[config.mk]
export PLATFORM = sky130hd
export DESIGN_NAME = countdown_ctrl
export DESIGN_NICKNAME = d
export VERILOG_FILES = /design/src/rtl/countdown_ctrl.sv
export SDC_FILE = /design/constraint.sdc
export NUM_CORES = 1
export LEC_CHECK = 0
export ABC_AREA = 0
export ABC_CLOCK_PERIOD_IN_PS = 1950
export CAP_MARGIN = 20
export CORE_ASPECT_RATIO = 0.6
export CORE_UTILIZATION = 30
export CTS_CLUSTER_DIAMETER = 40
export CTS_CLUSTER_SIZE = 24
export DETAILED_ROUTE_END_ITERATION = 8
export GPL_ROUTABILITY_DRIVEN = 0
export GPL_TIMING_DRIVEN = 0
export PLACE_DENSITY = 0.59
export SLEW_MARGIN = 30
export SYNTH_ARGS = -nofsm -noshare
export SYNTH_HDL_FRONTEND = slang
export SYNTH_SLANG_ARGS = --single-unit
[constraint.sdc]
create_clock -name clk -period 1.95 [get_ports clk]
set_input_delay 0.39 -clock clk [delete_from_list [all_inputs] [get_ports clk]]
set_output_delay 0.39 -clock clk [all_outputs]
set_load 0.02 [all_outputs]
[src/rtl/countdown_ctrl.sv]
// countdown_ctrl: two-digit BCD countdown timer with start/pause and clear
// push-buttons, a programmable tick prescaler and a DONE blink strobe.
module countdown_ctrl #(
    parameter int TICK_DIV = 4194304,
    parameter int SYNC_EN  = 1
) (
    input  logic       clk,
    input  logic       reset,
    input  logic       start_n,
    input  logic       clear_n,
    input  logic [3:0] preset_tens,
    input  logic [3:0] preset_ones,
    output logic [3:0] tens_bcd,
    output logic [3:0] ones_bcd,
    output logic [1:0] state,
    output logic       running,
    output logic       done,
    output logic       blink
);

    localparam int             PW       = (TICK_DIV > 2) ? $clog2(TICK_DIV) : 1;
    localparam logic [PW-1:0]  PRE_LAST = PW'(TICK_DIV - 1);

    localparam logic [1:0] ST_IDLE  = 2'b00;
    localparam logic [1:0] ST_RUN   = 2'b01;
    localparam logic [1:0] ST_PAUSE = 2'b10;
    localparam logic [1:0] ST_DONE  = 2'b11;

    // ------------------------------------------------------------------
    // Button conditioning: bit 0 = start, bit 1 = clear (both active-low)
    // ------------------------------------------------------------------
    logic [1:0] btn_raw;
    logic [1:0] lvl;        // conditioned button level
    logic       lvl_valid;  // lvl reflects samples taken after reset

    assign btn_raw = {clear_n, start_n};

    generate
        if (SYNC_EN != 0) begin : g_sync
            logic [1:0] s1_q, s1_d;
            logic [1:0] s2_q, s2_d;
            logic [1:0] fill_q, fill_d;

            // Two-stage synchronizer plus a fill marker tracking when the
            // second stage holds a real post-reset sample.
            always_comb begin
                s1_d   = btn_raw;
                s2_d   = s1_q;
                fill_d = {fill_q[0], 1'b1};
            end

            // Synchronizer flops reset high so nothing looks pressed.
            always_ff @(posedge clk) begin
                if (!reset) begin
                    s1_q   <= 2'b11;
                    s2_q   <= 2'b11;
                    fill_q <= 2'b00;
                end else begin
                    s1_q   <= s1_d;
                    s2_q   <= s2_d;
                    fill_q <= fill_d;
                end
            end

            assign lvl       = s2_q;
            assign lvl_valid = fill_q[1];
        end else begin : g_direct
            assign lvl       = btn_raw;
            assign lvl_valid = 1'b1;
        end
    endgenerate

    logic [1:0] prev_q, prev_d;
    logic [1:0] armed_q, armed_d;
    logic [1:0] press;

    // Falling-edge detect. A button is armed only once it has been seen
    // released after reset, so a button held through reset never fires.
    always_comb begin
        prev_d  = lvl;
        armed_d = armed_q | ({2{lvl_valid}} & lvl);
        press   = armed_q & prev_q & ~lvl;
    end

    // Edge register and arm flags.
    always_ff @(posedge clk) begin
        if (!reset) begin
            prev_q  <= 2'b11;
            armed_q <= 2'b00;
        end else begin
            prev_q  <= prev_d;
            armed_q <= armed_d;
        end
    end

    logic press_start, press_clear;
    assign press_start = press[0];
    assign press_clear = press[1];

    // ------------------------------------------------------------------
    // Countdown datapath and FSM
    // ------------------------------------------------------------------
    logic [3:0] tens_p, ones_p;
    assign tens_p = (preset_tens > 4'd9) ? 4'd9 : preset_tens;
    assign ones_p = (preset_ones > 4'd9) ? 4'd9 : preset_ones;

    logic [1:0]    state_q, state_d;
    logic [3:0]    tens_q, tens_d, ones_q, ones_d;
    logic [PW-1:0] presc_q, presc_d;
    logic          blink_q, blink_d;
    logic          running_q, running_d;
    logic          done_q, done_d;

    logic       counting, tick;
    logic [3:0] dec_tens, dec_ones;
    logic       dec_zero;

    // Next-state logic: prescaler, BCD decrement, FSM, blink.
    always_comb begin
        state_d = state_q;
        tens_d  = tens_q;
        ones_d  = ones_q;
        presc_d = presc_q;
        blink_d = blink_q;

        counting = (state_q == ST_RUN) || (state_q == ST_DONE);
        tick     = counting && (presc_q == PRE_LAST);

        // Borrow from tens when ones is 0; RUN never decrements from 00.
        dec_ones = (ones_q != 4'd0) ? (ones_q - 4'd1) : 4'd9;
        dec_tens = (ones_q != 4'd0) ? tens_q : (tens_q - 4'd1);
        dec_zero = (dec_tens == 4'd0) && (dec_ones == 4'd0);

        if (counting)
            presc_d = tick ? '0 : (presc_q + PW'(1));

        case (state_q)
            ST_IDLE: begin
                tens_d  = tens_p;
                ones_d  = ones_p;
                presc_d = '0;
                blink_d = 1'b0;
                if (press_start)
                    state_d = ((tens_p == 4'd0) && (ones_p == 4'd0)) ? ST_DONE : ST_RUN;
            end
            ST_RUN: begin
                // Tick is applied first; a coincident start then pauses
                // unless the tick already finished the count.
                if (tick) begin
                    tens_d = dec_tens;
                    ones_d = dec_ones;
                end
                if (tick && dec_zero)
                    state_d = ST_DONE;
                else if (press_start)
                    state_d = ST_PAUSE;
            end
            ST_PAUSE: begin
                if (press_start)
                    state_d = ST_RUN;
            end
            default: begin  // ST_DONE
                tens_d = 4'd0;
                ones_d = 4'd0;
                if (tick)
                    blink_d = ~blink_q;
                if (press_start) begin
                    state_d = ST_IDLE;
                    blink_d = 1'b0;
                    presc_d = '0;
                    tens_d  = tens_p;
                    ones_d  = ones_p;
                end
            end
        endcase

        // Clear beats everything, including a simultaneous start.
        if (press_clear) begin
            state_d = ST_IDLE;
            presc_d = '0;
            blink_d = 1'b0;
            tens_d  = tens_p;
            ones_d  = ones_p;
        end

        running_d = (state_d == ST_RUN);
        done_d    = (state_d == ST_DONE);
    end

    // Main state registers.
    always_ff @(posedge clk) begin
        if (!reset) begin
            state_q   <= ST_IDLE;
            tens_q    <= tens_p;
            ones_q    <= ones_p;
            presc_q   <= '0;
            blink_q   <= 1'b0;
            running_q <= 1'b0;
            done_q    <= 1'b0;
        end else begin
            state_q   <= state_d;
            tens_q    <= tens_d;
            ones_q    <= ones_d;
            presc_q   <= presc_d;
            blink_q   <= blink_d;
            running_q <= running_d;
            done_q    <= done_d;
        end
    end

    assign tens_bcd = tens_q;
    assign ones_bcd = ones_q;
    assign state    = state_q;
    assign running  = running_q;
    assign done     = done_q;
    assign blink    = blink_q;

endmodule

==> reports/metrics.csv <==
metric;value;unit
outcome;complete, but fails checks;
violations;design-rule violations;
ys_top_cells_by_area;dfxtp_1 (34%), edfxtp_1 (11%), xor2_1 (6.0%);
n_antenna_cell;0;
dieArea;7650;sq um
grt_pass1_vias;1604;
grt_max_degree;14;
cts_tree;built;
power;2.01;mW
cts_hold_buffers;0;
route.detailed.drc;3;
period_minus_slack;1.83;ns
synth_edf_count;8;
numCtsBuffers;5;
cp_max_fo;8;
syn_nets;249;
instances_no_fill;353;
synth_seq_area_share;44.8;%
port_buffers;24;
skew;0.00388;ns
clock_sinks;45;
grt_pass1_wl;8010;um
wirelength;4740;um
postSynthCellCount;231;
nNetsFinal;283;
pwr-share-clk;43.6;%
num_rows;23;
clock_latency;0.28;ns
max_freq;547;MHz
min_period_over_period;93.8;%
synth_area;2190;sq um
synth_cell_type_count;46;
start_util;32.0;%
core_area;6850;sq um
power_per_cell_area;722;nW/um^2
ir_drop;0.323;mV
yosys_warnings;0;
slew_headroom;66.9;%
power.switching;423;uW
layout-drive-gt1-share;13.5;%
tightest_slew;0.489;ns
seqPwrFrac;49.3;%
combPwrFrac;7.1;%
timing.hold.ws;0.403;ns
leakagePower;1.05;nW
post-synth-top-area-fraction;33.8;%
crit_type;reg2reg;
clk_transition_reported_paths;0.06;ns
antenna_found_initial;0;
synth.avg_cell_area;9.47;sq um
p_int;1.59;mW
final_hold_viol_count;0;
wl_per_cell;13.4;um
ant_nets;0;
cts_buffer_depth;2;
rsz0062_at_grt;yes;
drt_iter0_markers;149;
min_path_type;reg2reg;
setup_viol_count_final;0;
io_pins;25;
overflow;0;
grt_usage;13.8;%
yosys_register_bits;45;
fp.dieW;112;um
vias_per_cell;4.88;
startpoint_type;flop;
drt-pass1-iter-count;6;
critPathArrivalTime;1.81;ns
maxCapViolations;0;
fillerInstances;668;
synth-async-reset-ratio;0;%
yosysMostFrequentCell;dfxtp_1;
die_h;68.2;um
root_buffer;clkbuf_16;
end_kind;flop;
dp_hpwl;3430;um
synth_top_cell_by_area;dfxtp_1;
ys_top_cells_by_count;dfxtp_1 (37), nor2_1 (34), nand2_1 (16), xor2_1 (15);
dp.cells;342;
h-tree-depth;2;
num_vias;1723;
required;1.94;ns
synth_ff_type;dfxtp_1;
syn_to_final_growth;27.2;%
slew_violations;0;
p_sw_share;21.1;%
## through the flow
step	setup slack [ns]	cell area (sq um)	utilization [%]	TNS (ns)
final	0.121	2780	40.6	0
after global routing	-0.0169	2780	40.6	-0.0169
after CTS	0.0210	2730	39.9	0
after detailed placement	-0.308	2540	37.0	-3.14
after global placement	-0.276	2540	37.0	-2.68
after floorplan	0.0841	2190	-	0
## worst paths after layout
kind	from	end	slack [ns]	cells past startpoint
worst min register to register	g_sync.s1_q[0]	g_sync.s2_q[0]	0.40	1
worst min-delay path	g_sync.s1_q[0]	g_sync.s2_q[0]	0.40	1
worst max register to register	presc_q[3]	ones_bcd[1]	0.12	5
worst max-delay path	presc_q[3]	ones_bcd[1]	0.12	5
## timing repair
| action | in CTS | in global routing |
|---|---|---|
| setup endpoints to repair | 29 | 26 |
| buffers inserted | 2 | 1 |
| resized for setup | 6 | 12 |
| pin swaps | 0 | 4 |
## sequential cells by signal (all words and copies together), names as in the netlist
register       flops
g_sync.s2_q        2
ones_bcd           4
blink              1
state              2
g_sync.fill_q      2
done               1
prev_q             2
running            1
presc_q           22
g_sync.s1_q        2
tens_bcd           4
armed_q            2
## critical path, cell delays in order (launching register included)
cell,delay [ns]
dfxtp_1,0.44
nand4_4,0.22
nor4_4,0.33
nand2_1,0.15
a21oi_1,0.18
or2_4,0.21
## area by class of cell
class / count / area, sq um / share of cell area [%]
Multi-Input combinational cell: 172 / 1190 / 42.7
Buffer: 6 / 50.0 / 1.80
Clock buffer: 7 / 153 / 5.48
Inverter: 8 / 30.0 / 1.08
Timing Repair Buffer: 27 / 263 / 9.44
Tap cell: 87 / 109 / 3.91
Sequential cell: 45 / 987 / 35.5
Clock inverter: 1 / 5.00 / 0.180
## power groups by stage
stage	clock, mW	combinational, mW	sequential [mW]
4_1_cts	0.887	0.141	0.991
6_report	0.875	0.143	0.991
3_3_place_gp	0	0.138	1.01
5_1_grt	0.941	0.156	0.994
2_1_floorplan	0	0.0596	1.02
3_5_place_dp	0	0.139	1.01
## per-layer routing
metal	part of all wire, %	vias to the layer above	wire, um	track usage (%)
li1	-	885	-	-
met1	57	804	2690	20.6
met2	37	32	1730	18.4
met3	5.9	2	281	4.16
met4	0.70	0	33	4.00
met5	0	-	0	0
## cell families (layout without fill, tap and decap cells)
group                    count (synthesis)  count (layout)  synth area share (%)
AO/OA/AOI/OAI                           30              30                  9.55
XOR/XNOR                                24              24                  9.61
adder cells (fa/ha/maj)                  6               6                  3.43
buffers and inverters                   14              49                  3.54
flip-flops                              45              45                  44.8
AND/OR/NAND/NOR                        112             112                  29.0
## cell usage in the layout (no fill, tap or decap), types with 2 or more instances in the layout
master / n
a21o_1: 2
a21oi_1: 8
and3_1: 7
and4_1: 3
buf_4: 4
buf_6: 3
clkbuf_16: 5
clkbuf_8: 2
clkdlybuf4s50_1: 24
dfxtp_1: 34
dfxtp_2: 2
edfxtp_1: 8
ha_1: 5
inv_1: 7
nand2_1: 16
nand2b_1: 7
nand3_1: 6
nand3_2: 2
nand3b_1: 3
nand4_1: 9
nor2_1: 33
nor2b_1: 3
nor3_1: 6
nor4_1: 2
nor4_4: 2
nor4b_2: 2
o211ai_1: 2
o21ai_0: 3
o22ai_1: 4
o2bb2ai_1: 3
xnor2_1: 9
xor2_1: 15
Note: power is estimated with default switching activity, not from simulation.
